===== src/rtl/bus_xfer_sequencer.sv =====
// -----------------------------------------------------------------------------
// bus_xfer_sequencer
//
// Purpose
//   Generates the datapath control strobes for the three basic bus operations:
//   a two-byte instruction fetch (M -> IR0, then M -> IR1), a register-to-
//   register move (MOV) and an immediate load (MVI, source IMM_ID, where the
//   data bus is driven externally). A one-cycle start request is turned into
//   a timed sequence of output enables, write enables, address-bus selects and
//   a PC increment. This block is the only driver of those strobes.
//
// Ports
//   clk          in   1        system clock, all state on the rising edge
//   reset        in   1        asynchronous, active-high; clears all state
//   start_fetch  in   1        request a 2-byte instruction fetch
//   start_mov    in   1        request one transfer src_id -> dst_id
//   src_id       in   ID_W     transfer source, sampled with start_mov
//   dst_id       in   ID_W     transfer destination, sampled with start_mov
//   oe_vec       out  NUM_SRC  one-hot data-bus output enables (bit = src ID)
//   we_vec       out  NUM_DST  one-hot data-bus write enables (bit = dst ID)
//   oe_pc        out  1        address bus driven from PC
//   oe_ar        out  1        address bus driven from AR
//   pc_inr       out  1        PC increment strobe
//   busy         out  1        high in every non-IDLE state
//   done         out  1        pulse in the final active cycle of an operation
//   err          out  1        pulse one cycle after a rejected MOV request
//
// All outputs are decoded only from registered state (state, latched IDs and
// the error flag), so there is no combinational path from inputs to outputs,
// and an asynchronous reset forces every output low immediately.
// -----------------------------------------------------------------------------
module bus_xfer_sequencer #(
  parameter int ID_W    = 5,
  parameter int NUM_SRC = 15,
  parameter int NUM_DST = 13,
  parameter int IMM_ID  = 31
) (
  input  logic               clk,
  input  logic               reset,
  input  logic               start_fetch,
  input  logic               start_mov,
  input  logic [ID_W-1:0]    src_id,
  input  logic [ID_W-1:0]    dst_id,
  output logic [NUM_SRC-1:0] oe_vec,
  output logic [NUM_DST-1:0] we_vec,
  output logic               oe_pc,
  output logic               oe_ar,
  output logic               pc_inr,
  output logic               busy,
  output logic               done,
  output logic               err
);

  // Source / destination ID of the memory (M); it also selects AR as the
  // address source during a move.
  localparam logic [ID_W-1:0] ID_M   = ID_W'(4);
  localparam logic [ID_W-1:0] ID_IMM = ID_W'(IMM_ID);

  typedef enum logic [2:0] {
    S_IDLE,
    S_F0,
    S_F1,
    S_F2,
    S_F3,
    S_MV
  } state_t;

  state_t          state, state_n;
  logic [ID_W-1:0] src_q, dst_q;
  logic            err_q;

  logic            accept;    // a new request may be taken at this edge
  logic            mov_legal;
  logic            ld_ids;    // latch src/dst for an accepted move
  logic            err_set;   // reject an illegal move

  // A legal source is a real register (0..NUM_SRC-1) or the immediate marker;
  // a legal destination is a writable register; a register never moves to
  // itself.
  assign mov_legal = ((src_id < ID_W'(NUM_SRC)) || (src_id == ID_IMM)) &&
                     (dst_id < ID_W'(NUM_DST)) &&
                     (src_id != dst_id);

  // Requests are taken in IDLE and also in the done cycle of an operation,
  // which lets operations run back to back without an idle gap.
  assign accept  = (state == S_IDLE) || (state == S_F3) || (state == S_MV);
  assign ld_ids  = accept && !start_fetch && start_mov && mov_legal;
  assign err_set = accept && !start_fetch && start_mov && !mov_legal;

  // ---------------------------------------------------------------------------
  // State register
  // ---------------------------------------------------------------------------
  // NOTE: sequential state is updated with non-blocking assignments so every
  // flop samples the pre-edge values, independent of process ordering.
  // NOTE: the latched IDs are reset as well, so the output decode never sees
  // stale IDs after reset, even though it only uses them in S_MV.
  always_ff @(posedge clk or posedge reset) begin
    if (reset) begin
      state <= S_IDLE;
      src_q <= '0;
      dst_q <= '0;
      err_q <= 1'b0;
    end else begin
      state <= state_n;
      err_q <= err_set;
      if (ld_ids) begin
        src_q <= src_id;
        dst_q <= dst_id;
      end
    end
  end

  // ---------------------------------------------------------------------------
  // Next-state logic
  // ---------------------------------------------------------------------------
  // NOTE: state_n gets a default before the case so no path leaves it
  // unassigned, which would otherwise infer a latch.
  always_comb begin
    state_n = state;
    case (state)
      S_F0:    state_n = S_F1;
      S_F1:    state_n = S_F2;
      S_F2:    state_n = S_F3;
      default: state_n = S_IDLE;   // S_IDLE, S_F3, S_MV
    endcase
    // Fetch has priority; a simultaneous move request is dropped silently.
    if (accept) begin
      if (start_fetch) begin
        state_n = S_F0;
      end else if (start_mov && mov_legal) begin
        state_n = S_MV;
      end
    end
  end

  // ---------------------------------------------------------------------------
  // Output decode (Moore)
  // ---------------------------------------------------------------------------
  always_comb begin
    oe_vec = '0;
    we_vec = '0;
    oe_pc  = 1'b0;
    oe_ar  = 1'b0;
    pc_inr = 1'b0;
    done   = 1'b0;
    busy   = (state != S_IDLE);
    err    = err_q;
    case (state)
      S_F0, S_F2: begin
        oe_pc     = 1'b1;
        oe_vec[4] = 1'b1;
      end
      S_F1: begin
        oe_pc     = 1'b1;
        oe_vec[4] = 1'b1;
        we_vec[0] = 1'b1;
        pc_inr    = 1'b1;
      end
      S_F3: begin
        oe_pc     = 1'b1;
        oe_vec[4] = 1'b1;
        we_vec[1] = 1'b1;
        pc_inr    = 1'b1;
        done      = 1'b1;
      end
      S_MV: begin
        // The immediate source is driven onto the data bus externally, so
        // no output enable is raised for it.
        if (src_q != ID_IMM) begin
          oe_vec = NUM_SRC'(1) << src_q;
        end
        we_vec = NUM_DST'(1) << dst_q;
        oe_ar  = (src_q == ID_M) || (dst_q == ID_M);
        done   = 1'b1;
      end
      default: ;
    endcase
  end

endmodule


===== config.mk =====
export PLATFORM = sky130hd
export DESIGN_NAME = bus_xfer_sequencer
export DESIGN_NICKNAME = d
export VERILOG_FILES = /design/src/rtl/bus_xfer_sequencer.sv
export SDC_FILE = /design/constraint.sdc
export NUM_CORES = 1
export LEC_CHECK = 0
export BUFFER_PORTS_ARGS = -buffer_cell sky130_fd_sc_hd__buf_4
export CORE_AREA = 3 3 67 69
export CTS_BUF_LIST = sky130_fd_sc_hd__clkbuf_8
export CTS_CLUSTER_SIZE = 20
export DETAILED_ROUTE_END_ITERATION = 16
export DIE_AREA = 0 0 70 72
export GPL_TIMING_DRIVEN = 0
export PLACE_DENSITY = 0.59
export RECOVER_POWER = 25
export SYNTH_ARGS = -nofsm -noshare
export SYNTH_HDL_FRONTEND = slang
export SYNTH_SLANG_ARGS = --single-unit

===== constraint.sdc =====
create_clock -name clk -period 1.8 [get_ports clk]
set_input_delay 0.36 -clock clk [delete_from_list [all_inputs] [get_ports clk]]
set_output_delay 0.36 -clock clk [all_outputs]
set_load 0.005 [all_outputs]

# Word-level counts from Yosys, hierarchy flattened
# Index checks and enable logic that the tools add are counted.
totals:
  reg_bits: 14
  in_bits: 14
  output_inout_bits: 34
  elab_cells: 51
classes:
  order_cmp: 2
  n_eq_ne: 10
  shift: 2
  muxes: 15
  reduce_logical: 18
ops:
  columns: ["cell", "n"]
  rows:
  - ["15-bit 2-to-1 mux", 1]
  - ["1-bit by 5-bit << shifter with 15-bit output (first input constant)", 1]
  - ["1-bit by 5-bit << shifter with 13-bit output (first input constant)", 1]
  - ["11-bit 2-to-1 mux", 1]
  - ["5-bit by 3-bit equality test with 1-bit output (second input constant)", 2]
  - ["5-bit by 4-bit less-than comparator with 1-bit output (second input constant)", 2]
  - ["10-bit 2-to-1 mux", 1]
  - ["3-bit 2-to-1 mux", 3]
  - ["3-bit case mux with 3 select lines", 1]
  - ["1-bit logical AND", 7]
  - ["3-bit by 2-bit equality test with 1-bit output (second input constant)", 2]
  - ["3-bit equality test (second input constant)", 2]
  - ["1-bit case mux with 2 select lines", 3]
  - ["5-bit equality test (second input constant)", 1]
  - ["5-bit != test", 1]
  - ["5-bit != test (second input constant)", 1]
  - ["1-bit logical OR", 4]
  - ["1-bit 2-to-1 mux", 4]
  - ["4-bit 2-to-1 mux", 1]
  - ["2-bit OR reduction", 2]
  - ["4-bit OR reduction", 1]
  - ["3-bit by 1-bit equality test with 1-bit output (second input constant)", 1]
  - ["3-bit zero test", 1]
  - ["3-bit nonzero test", 1]
  - ["1-bit zero test", 2]

# Depth between registers and ports, before layout
# Gate-level depths: netlist of run 1.
depth:
  word_depth: 8
  mapped_depth: 6
  ltp_nobuf: 4

# Worst setup path after synthesis of run 1
# Ideal clock, no wire load.
synth_path:
  path_kind: "reg2out"
  from: "register state[1]"
  to: "output we_vec[0]"
  arrival_time_ns: 1.513
  required_ns: 1.440
  setup_slack_ns: -0.073
  stages_incl_launch_ff: 6
  path_buffers: 1
  cell_sequence: "dfrtp_1 > clkbuf_2 > nand3b_1 > or4_4 > or3_1 > o31ai_1"
synth_between:
  elab_chain_cells: 2
  elab_cells_between_ends: 3
  cone_classes: "2 x eq/ne; 1 x mux"
synth_lines:
  columns: ["item", "line", "source"]
  rows:
  - ["from (decl)", "68", "state_t state, state_n;"]
  - ["from (signal assigned)", "104", "state <= state_n;"]
  - ["3-bit equality test or 3-bit by 2-bit equality test with 1-bit output (tied branches)", "148", "case (state)"]
  - ["1-bit case mux with 2 select lines *", "148", null]
  - ["to (decl)", "45", "output logic [NUM_DST-1:0] we_vec,"]
# Mark *: on every way between the ends. The rest lies on a longest branch, timed or not.

# Final worst setup path of run 1
# Same ends and word-level chain as after synthesis.

==> impl_metrics.env, run 1 <==
export IMPL_outcome="finished, violations left"
export IMPL_violations="negative setup slack"
export IMPL_syn_area_per_cell_um2=8.89
export IMPL_first_pass_iters=4
export IMPL_yosysSeqAreaShare_pct=35.5
export IMPL_cts_sinks=14
export IMPL_synth_nets=125
export IMPL_clkPwrFrac_pct=14.8
export IMPL_power_density_nw_per_um2=1230
export IMPL_dp_hpwl_mm=2.18
export IMPL_max_freq_ghz=0.463
export IMPL_grt_max_degree=15
export IMPL_synthCells=111
export IMPL_rsz0062_at_grt="yes"
export IMPL_cts_root_buf="clkbuf_8"
export IMPL_drc=0
export IMPL_required_ps=1440
export IMPL_wirelength_mm=2.79
export IMPL_holdBufCountCts=0
export IMPL_yosysUniqueCellTypes=34
export IMPL_slew_headroom_pct=64.1
export IMPL_p_int_mw=1.28
export IMPL_hold_path_class="in2async"
export IMPL_finalHoldViolations=0
export IMPL_dieArea_um2=5040
export IMPL_synth_seq_cells=14
export IMPL_gr_total_overflow=0
export IMPL_numCtsBuffers=3
export IMPL_ios=48
export IMPL_switching_power_uw=730
export IMPL_synth_main_ff_cell="dfrtp_1"
export IMPL_mostFrequentLayoutCells="buf_4, nor2_1, dfrtp_1"
export IMPL_port_buffers=47
export IMPL_finalWeightedCongestion=0.823
export IMPL_num_fill_cells=398
export IMPL_ctsHtreeMaxLevel=1
export IMPL_routed_via_density=4.53
export IMPL_synthToLayoutAreaGrowth_pct=64.9
export IMPL_die_y_um=72
export IMPL_synth_top_area_cell="dfrtp_1"
export IMPL_seqPwrFrac_pct=31.6
export IMPL_yosys_top_cells_area="dfrtp_1, mux2_4, nor2_1, nand2b_1, nand3b_1"
export IMPL_rows=23
export IMPL_skew_ps=4.03
export IMPL_final_common_cell="buf_4"
export IMPL_drv_slew=0
export IMPL_grt_usage_pct=10.1
export IMPL_end_kind="output port"
export IMPL_swShare_pct=36.4
export IMPL_cts_buffer_depth=2
export IMPL_min_period_ps=2160
export IMPL_setup_tns_ps=-4270
export IMPL_drive_above_1_share_pct=57.4
export IMPL_holdWs_ps=169
export IMPL_wl_per_cell_um=12.7
export IMPL_setup_viol=28
export IMPL_clock_latency_ps=240
export IMPL_worstPathMaxFanout=2
export IMPL_worst_pin_slew_ps=539
export IMPL_p_leak_nw=0.748
export IMPL_path_class="reg2out"
export IMPL_power_frac_comb_pct=53.6
export IMPL_irDropWorstVdd_uv=604
export IMPL_first_global_vias=879
export IMPL_ant_nets=0
export IMPL_ys_warn_count=0
export IMPL_path_clk_slew_ps=60
export IMPL_grt_pass1_wl_mm=4.16
export IMPL_drt_first_iter_violations=20
export IMPL_crit_arrival_ps=1800
export IMPL_netlist_area_um2=987
export IMPL_fin_crit_sh_pct=120
export IMPL_core_um2=3970
export IMPL_synth_edff_count=0
export IMPL_synth_top_area_share_pct=35.5
export IMPL_setup_ws_ps=-361
export IMPL_tritoncts="yes"
export IMPL_max_cap_viol_count=0
export IMPL_dieWidth_um=70
export IMPL_num_vias=991
export IMPL_cp_start_kind="flip-flop"
export IMPL_antenna_found_initial=0
export IMPL_async_flop_share_pct=100
export IMPL_final_nets=184
export IMPL_antenna_cells=0
export IMPL_start_util_pct=24.9
==> power groups by stage <==
stage	Sequential (mW)	Combinational [mW]	Clock (mW)
after global placement	0.588	0.830	0
after floorplan	0.550	0.574	0
after global routing	0.657	1.17	0.316
after detailed placement	0.598	0.855	0
final	0.634	1.08	0.297
after CTS	0.618	0.932	0.305
==> cell type report <==
class / count / area (µm²) / share of cell area (%)
Tap cell: 50 / 62.6 / 3.84
Buffer: 3 / 33.8 / 2.08
Multi-Input combinational cell: 89 / 686 / 42.1
Sequential cell: 14 / 352 / 21.6
Inverter: 4 / 15.0 / 0.922
Clock buffer: 4 / 55.1 / 3.38
Timing Repair Buffer: 55 / 424 / 26.1
==> layer usage <==
layer  wire length (µm)  part of all wire, %  vias up  GRT usage, %
met1               1340                   48      449          14.0
li1                   -                    -      500             -
met2               1230                   44       40          15.3
met3                199                  7.1        2          1.80
met5                  0                    0        -             0
met4                 27                 0.97        0          4.68
==> cell families after synthesis <==
group                  share of synthesized area, %
flip-flops                                     35.5
XOR/XNOR                                       4.44
multiplexers                                   13.3
buffers and inverters                          4.18
AND/OR/NAND/NOR                                31.2
AO/OA/AOI/OAI                                  11.4
==> cell usage after synthesis, drive strengths merged, types with 3 or more instances <==
library cell / count
buf: 3
dfrtp: 14
inv: 4
mux2: 9
nand2: 6
nand2b: 6
nand3: 4
nand3b: 5
nor2: 28
xor2: 4
==> critical path, cell delays in order (launching register included) <==
cell and delay, ps:
dfrtp_2 400, nand3b_1 180, or4_4 430, or3_1 330
o31ai_2 70, buf_4 150
==> through the flow <==
stage / total power [mW] / instances / cell area [µm²] / util, % / worst slack (ps)
5_1_grt: 2.14 / 219 / 1630 / 41.0 / -435
3_5_place_dp: 1.45 / 208 / 1410 / 35.5 / -322
3_3_place_gp: 1.42 / 208 / 1410 / 35.5 / -304
6_report: 2.01 / 219 / 1630 / 41.0 / -361
4_1_cts: 1.86 / 215 / 1540 / 38.8 / -510
2_1_floorplan: 1.12 / 111 / 996 / - / -71.7
==> worst paths after layout <==
| check | end | cells past startpoint | slack (ps) | from |
|---|---|---|---|---|
| worst max-delay path | we_vec[0] | 5 | -360 | state[1] |
| worst min-delay path | dst_q[2] | 2 | 170 | reset |
| worst max register to register | src_q[1] | 7 | 100 | state[2] |
| worst min register to register | dst_q[0] | 1 | 600 | dst_q[0] |
| max in group asynchronous | state[1] | 2 | 1250 | reset |
| min in group clk | dst_q[2] | 2 | 380 | dst_id[2] |
==> registers in the layout, indices dropped and copies added (netlist names) <==
register  count
err           1
dst_q         5
state         3
src_q         5
==> repair_timing <==
item,in CTS,in global routing
pin swaps,11,11
endpoints found under the setup margin,30,30
resized for setup,17,14
setup buffers,4,5
Note: power is estimated with default switching activity, not from simulation.
==> inputs of run 2 (changes only) <==
--- a/config.mk
+++ b/config.mk
@@ -5,14 +5,15 @@
 export SDC_FILE = /design/constraint.sdc
 export NUM_CORES = 1
 export LEC_CHECK = 0
+export ABC_AREA = 1
 export BUFFER_PORTS_ARGS = -buffer_cell sky130_fd_sc_hd__buf_4
-export CORE_AREA = 3 3 67 69
+export CORE_AREA = 3 3 69 71
 export CTS_BUF_LIST = sky130_fd_sc_hd__clkbuf_8
 export CTS_CLUSTER_SIZE = 20
 export DETAILED_ROUTE_END_ITERATION = 16
-export DIE_AREA = 0 0 70 72
+export DIE_AREA = 0 0 72 74
 export GPL_TIMING_DRIVEN = 0
-export PLACE_DENSITY = 0.59
+export PLACE_DENSITY = 0.58
 export RECOVER_POWER = 25
 export SYNTH_ARGS = -nofsm -noshare
 export SYNTH_HDL_FRONTEND = slang
==> run 2 against run 1 <==
Against the previous run:
- the run still ends with negative setup slack left
- design area up 1.1%
- maximum frequency up 16%
- power down 2.9%
- combinational power down 6%
- sequential share of layout area down 0.23 points
- sequential cell count unchanged
- clock skew down 1.5 ps
- hold slack worse by 16 ps
- global-route usage up 0.82 points
- routed wire length up 0.93%
- count of clock-buffer cells in the layout unchanged
- setup slack better by 300 ps
- critical path type unchanged
- largest power group unchanged
==> impl_metrics.env, run 2 <==
export IMPL_final_common_cell="buf_4"
export IMPL_syn_area_per_cell_um2=6.48
export IMPL_start_util_pct=24.2
export IMPL_yosysSeqAreaShare_pct=33.8
export IMPL_top_regs="dst_q (5), src_q (5), state (3)"
export IMPL_setup_ws_ps=-56.5
export IMPL_drt_first_iter_violations=28
export IMPL_holdBufCountCts=0
export IMPL_drv_slew=0
export IMPL_path_clk_slew_ps=60
export IMPL_crit_arrival_ps=1500
export IMPL_synth_commonest_cells="nand2_1, inv_1, nor2_1"
export IMPL_numCtsBuffers=3
export IMPL_ant_nets=0
export IMPL_outcome="finished, violations left"
export IMPL_final_nets=230
export IMPL_synthToLayoutAreaGrowth_pct=58.6
export IMPL_clock_latency_ps=240
export IMPL_power_density_nw_per_um2=1190
export IMPL_worstPathMaxFanout=4
export IMPL_hold_path_class="in2async"
export IMPL_fin_crit_sh_pct=103
export IMPL_synthCells=160
export IMPL_end_kind="output port"
export IMPL_max_freq_ghz=0.539
export IMPL_routed_via_density=4.28
export IMPL_cts_buffer_depth=2
export IMPL_startpoint="state[1]"
export IMPL_grt_usage_pct=10.9
export IMPL_grt_max_degree=15
export IMPL_ys_warn_count=0
export IMPL_synth_edff_count=0
export IMPL_wl_per_cell_um=10.6
export IMPL_p_leak_nw=0.867
export IMPL_timing_rr_end="dst_q[0]"
export IMPL_required_ps=1440
export IMPL_synth_top_area_share_pct=33.8
export IMPL_netlist_area_um2=1040
export IMPL_tritoncts="yes"
export IMPL_finalHoldViolations=0
export IMPL_mostFrequentLayoutCells="buf_4, nand2_1, inv_1"
export IMPL_reg2reg_from="state[1]"
export IMPL_drive_above_1_share_pct=44.2
export IMPL_synth_main_ff_cell="dfrtp_1"
export IMPL_first_global_vias=1041
export IMPL_max_cap_viol_count=0
export IMPL_rows=24
export IMPL_wirelength_mm=2.82
export IMPL_drc=0
export IMPL_dp_hpwl_mm=2.26
export IMPL_endpoint="we_vec[1]"
export IMPL_synth_nets=174
export IMPL_rsz0062_at_grt="yes"
export IMPL_yosysMostFrequentCell="nand2_1"
export IMPL_p_total_mw=1.95
export IMPL_gr_total_overflow=0
export IMPL_grtUsageMet1_pct=14.5
export IMPL_setup_viol=8
export IMPL_finalWeightedCongestion=0.796
export IMPL_core_um2=4290
export IMPL_antenna_cells=0
export IMPL_synth_seq_cells=14
export IMPL_dieWidth_um=72
export IMPL_ios=48
export IMPL_irDropWorstVdd_uv=314
export IMPL_num_vias=1143
export IMPL_antenna_found_initial=0
export IMPL_die_y_um=74
export IMPL_synth_top_area_cell="dfrtp_1"
export IMPL_grt_busiest_layer="met2"
export IMPL_min_period_ps=1860
export IMPL_worst_pin_slew_ps=519
export IMPL_yosysUniqueCellTypes=20
export IMPL_yosys_top_cells_area="dfrtp_1, nand2_1, inv_1, nor2_1, o21ai_2"
export IMPL_use_met2_pct=16.8
export IMPL_dieArea_um2=5330
export IMPL_port_buffers=47
export IMPL_skew_ps=2.55
export IMPL_cp_start_kind="flip-flop"
export IMPL_path_class="reg2out"
export IMPL_use_met3_pct=1.89
export IMPL_regToRegSetupSlack_ps=340
export IMPL_violations="negative setup slack"
export IMPL_cts_root_buf="clkbuf_8"
export IMPL_first_pass_iters=4
export IMPL_slew_headroom_pct=65.3
export IMPL_cts_sinks=14
export IMPL_async_flop_share_pct=100
export IMPL_ctsHtreeMaxLevel=1
export IMPL_place_ws_ps=70.0
export IMPL_reg2reg_depth=9
export IMPL_grt_pass1_wl_mm=4.63
[run 2: cell count changes after synthesis, moves of 3 or more]
cell | before | now
nand3b_1 | 5 | 0
nand3_1 | 4 | 11
nand2b_1 | 6 | 0
mux2_4 | 8 | 0
nor3_1 | 2 | 9
nor2_2 | 0 | 4
nand2_1 | 6 | 38
xor2_1 | 4 | 1
o21ai_2 | 0 | 9
inv_1 | 4 | 29
[run 2: worst max-delay path, cell delays in order (launching register included)]
cell and delay [ps]:
dfrtp_1 390, inv_2 90, nand3_4 100, nor2_4 130, inv_2 50, nor2_4 120
inv_1 100, o21ai_1 150, buf_4 130
[run 2: logic make-up (layout without fill, tap and decap cells)]
family,Yosys count,count (layout),synth area share [%]
AO/OA/AOI/OAI,18,18,12.4
XOR/XNOR,2,2,1.69
AND/OR/NAND/NOR,93,93,38.7
flip-flops,14,14,33.8
buffers and inverters,33,88,13.4
[run 2: cell type report]
cell class              count  area, µm²
repair buffers             52        390
inverters                  30        113
plain buffers               2       22.5
clock buffers               4       55.1
flip-flops and latches     14        352
multi-input cells         113        648
well taps                  52       65.1
fillers                   463       2650
[run 2: timing repair]
action,in CTS,in global routing
buffers inserted,2,3
gates cloned,0,0
setup endpoints to repair,19,24
pin swaps,0,3
resized for setup,11,18
[run 2: worst min-delay path by stage]
| stage | from | endpoint | slack [ps] |
|---|---|---|---|
| 4_1_cts | reset | src_q[2] | 170 |
| 6_report | reset | src_q[2] | 150 |
| 3_3_place_gp | reset | err | 440 |
| 2_1_floorplan | reset | dst_q[0] | 250 |
| 3_5_place_dp | reset | err | 430 |
| 5_1_grt | reset | dst_q[2] | 210 |
[run 2: per-layer routing]
| metal | share of wire [%] | vias to the layer above |
|---|---|---|
| met4 | 1.8 | 0 |
| met2 | 44 | 39 |
| met5 | 0 | - |
| li1 | - | 602 |
| met1 | 46 | 498 |
| met3 | 8.0 | 4 |
[run 2: report_power, final]
part | leakage (nW) | internal [mW] | total [mW] | switching [mW]
sequential | 0.179 | 0.451 | 0.638 | 0.187
clock | 0.0288 | 0.194 | 0.298 | 0.105
combinational | 0.659 | 0.447 | 1.01 | 0.566
total | 0.867 | 1.09 | 1.95 | 0.858
[run 2: metrics by stage]
stage               area [µm²]  hold WS [ps]  std cells  util [%]  TNS, ps
floorplan                 1040           249        160         -        0
global placement          1460           437        259      33.9        0
detailed placement        1460           434        259      33.9        0
CTS                       1560           171        265      36.3    -59.3
global route              1650           206        267      38.3    -2040
finish                    1650           153        267      38.3     -169
==> inputs of run 3 (changes only) <==
--- a/config.mk
+++ b/config.mk
@@ -13,7 +13,7 @@
 export DETAILED_ROUTE_END_ITERATION = 16
 export DIE_AREA = 0 0 72 74
 export GPL_TIMING_DRIVEN = 0
-export PLACE_DENSITY = 0.58
+export PLACE_DENSITY = 0.56
 export RECOVER_POWER = 25
 export SYNTH_ARGS = -nofsm -noshare
 export SYNTH_HDL_FRONTEND = slang
==> constraint.sdc (replaced) <==
create_clock -name clk -period 2 [get_ports clk]
set_input_delay 0.4 -clock clk [delete_from_list [all_inputs] [get_ports clk]]
set_output_delay 0.4 -clock clk [all_outputs]
set_load 0.005 [all_outputs]
==> run 3 against run 2 <==
Against the previous run:
- the run now ends clean
- via count up 0.17%
- global-route usage down 0.98 points
- die area unchanged
- combinational power down 20%
- critical path type unchanged
- clock power down 10%
- non-clock buffer count down 3
- power down 17%
- setup slack better by 140 ps
- hold slack better by 46 ps
==> impl_metrics.env, run 3 (synthesized netlist as in run 2, its figures left out) <==
export IMPL_outcome="completed"
export IMPL_hold_path_class="in2async"
export IMPL_p_total_mw=1.62
export IMPL_synthToLayoutAreaGrowth_pct=49.8
export IMPL_worst_pin_slew_ps=522
export IMPL_detailed_place_area_um2=1460
export IMPL_ant_nets=0
export IMPL_top_regs="dst_q (5), src_q (5), state (3)"
export IMPL_drv_slew=0
export IMPL_dieWidth_um=72
export IMPL_grt_usage_pct=9.93
export IMPL_finalWeightedCongestion=0.807
export IMPL_endpoint="oe_vec[6]"
export IMPL_cts_root_buf="clkbuf_8"
export IMPL_drive_above_1_share_pct=37.7
export IMPL_final_cell_area_um2=1550
export IMPL_die_y_um=74
export IMPL_first_pass_iters=4
export IMPL_reg2reg_from="state[1]"
export IMPL_fin_crit_sh_pct=96.0
export IMPL_cp_common_cell="inv_2"
export IMPL_clock_latency_ps=240
export IMPL_reg2reg_depth=9
export IMPL_p_leak_nw=0.811
export IMPL_slew_headroom_pct=65.2
export IMPL_slowest_stage="dfrtp_1"
export IMPL_startpoint="state[1]"
export IMPL_path_clk_slew_ps=50
export IMPL_ctsHtreeMaxLevel=1
export IMPL_utilization_pct=36.2
export IMPL_num_vias=1145
export IMPL_setup_viol=0
export IMPL_timing_rr_end="src_q[4]"
export IMPL_numCtsBuffers=3
export IMPL_ios=48
export IMPL_worst_path_stages=8
export IMPL_power_density_nw_per_um2=1040
export IMPL_regToRegSetupSlack_ps=640
export IMPL_port_buffers=47
export IMPL_cts_buffer_depth=2
export IMPL_crit_chain="inv_2 -> nand3_4 -> inv_2 -> nand2_2 -> nor2_2 -> inv_1 -> nor3_1 -> buf_4"
export IMPL_holdBufCountCts=0
export IMPL_required_ps=1600
export IMPL_worstPathMaxFanout=6
export IMPL_cp_start_kind="flip-flop"
export IMPL_drt_first_iter_violations=30
export IMPL_final_nets=227
export IMPL_mostFrequentLayoutCells="buf_4, nand2_1, inv_1"
export IMPL_finalHoldViolations=0
export IMPL_gr_total_overflow=0
export IMPL_first_global_vias=969
export IMPL_wirelength_mm=2.69
export IMPL_rows=24
export IMPL_cts_sinks=14
export IMPL_irDropWorstVdd_uv=253
export IMPL_routed_via_density=4.34
export IMPL_tritoncts="yes"
export IMPL_fin_cells=264
export IMPL_crit_arrival_ps=1520
export IMPL_slowest_delay_ps=410
export IMPL_final_common_cell="buf_4"
export IMPL_max_freq_ghz=0.521
export IMPL_dieArea_um2=5330
export IMPL_dp_hpwl_mm=2.24
export IMPL_grt_max_degree=15
export IMPL_grt_pass1_wl_mm=4.30
export IMPL_skew_ps=2.57
export IMPL_critPathBufInv=4
export IMPL_critical_path_top_delay_family="simple AND/OR/NAND/NOR gates"
export IMPL_start_util_pct=24.2
export IMPL_min_period_ps=1920
export IMPL_dp_cells=259
export IMPL_antenna_cells=0
export IMPL_antenna_found_initial=0
export IMPL_drc=0
export IMPL_end_kind="output port"
export IMPL_path_class="reg2out"
export IMPL_core_um2=4290
export IMPL_wl_per_cell_um=10.2
export IMPL_rsz0062_at_grt="yes"
export IMPL_max_cap_viol_count=0
[run 3: cell types whose count changed in the layout (fill, tap and decap cells not counted), moves of 2 or more]
cell,change
nor3_1,+5
buf_4,-4
nor3_2,-4
nand2_4,-2
nor2_4,-2
o21ai_2,-2
[run 3: area by class of cell]
cell class / count / area, µm²
Multi-Input combinational cell: 113 / 584
Timing Repair Buffer: 48 / 360
Fill cell: 466 / 2740
Tap cell: 52 / 65.1
Clock buffer: 4 / 55.1
Buffer: 3 / 26.3
Sequential cell: 14 / 350
Inverter: 30 / 113
[run 3: layer usage]
layer / up-vias / GRT usage, % / wire (µm)
li1: 599 / - / -
met1: 501 / 13.5 / 1270
met2: 43 / 15.9 / 1150
met3: 2 / 1.62 / 246
met4: 0 / 3.76 / 25
met5: - / 0 / 0
[run 3: repair_timing]
item	CTS	global route
pin swaps	0	1
setup buffers	0	1
endpoints found under the setup margin	2	16
gates resized for setup	2	10
cloned	0	0
[run 3: how the worst min path moves through the flow]
| stage | depth (start not counted) | end | slack [ps] | start |
|---|---|---|---|---|
| floorplan | 1 | dst_q[0] | 290 | reset |
| global placement | 2 | dst_q[4] | 470 | dst_q[4] |
| detailed placement | 2 | dst_q[4] | 470 | dst_q[4] |
| CTS | 2 | src_q[1] | 220 | reset |
| global route | 2 | dst_q[0] | 260 | reset |
| finish | 2 | err | 200 | reset |
[run 3: through the flow]
step | setup TNS [ps] | hold WS (ps) | setup WS (ps)
finish | 0 | 199 | 80.3
global route | -130 | 257 | -32.7
CTS | 0 | 220 | 6.79
detailed placement | 0 | 473 | 231
global placement | 0 | 472 | 246
floorplan | 0 | 289 | 500
[run 3: power by group]
| part | switching, mW | leakage, nW | internal, mW |
|---|---|---|---|
| clock network | 0.0928 | 0.0288 | 0.174 |
| logic | 0.464 | 0.601 | 0.346 |
| registers | 0.139 | 0.181 | 0.404 |
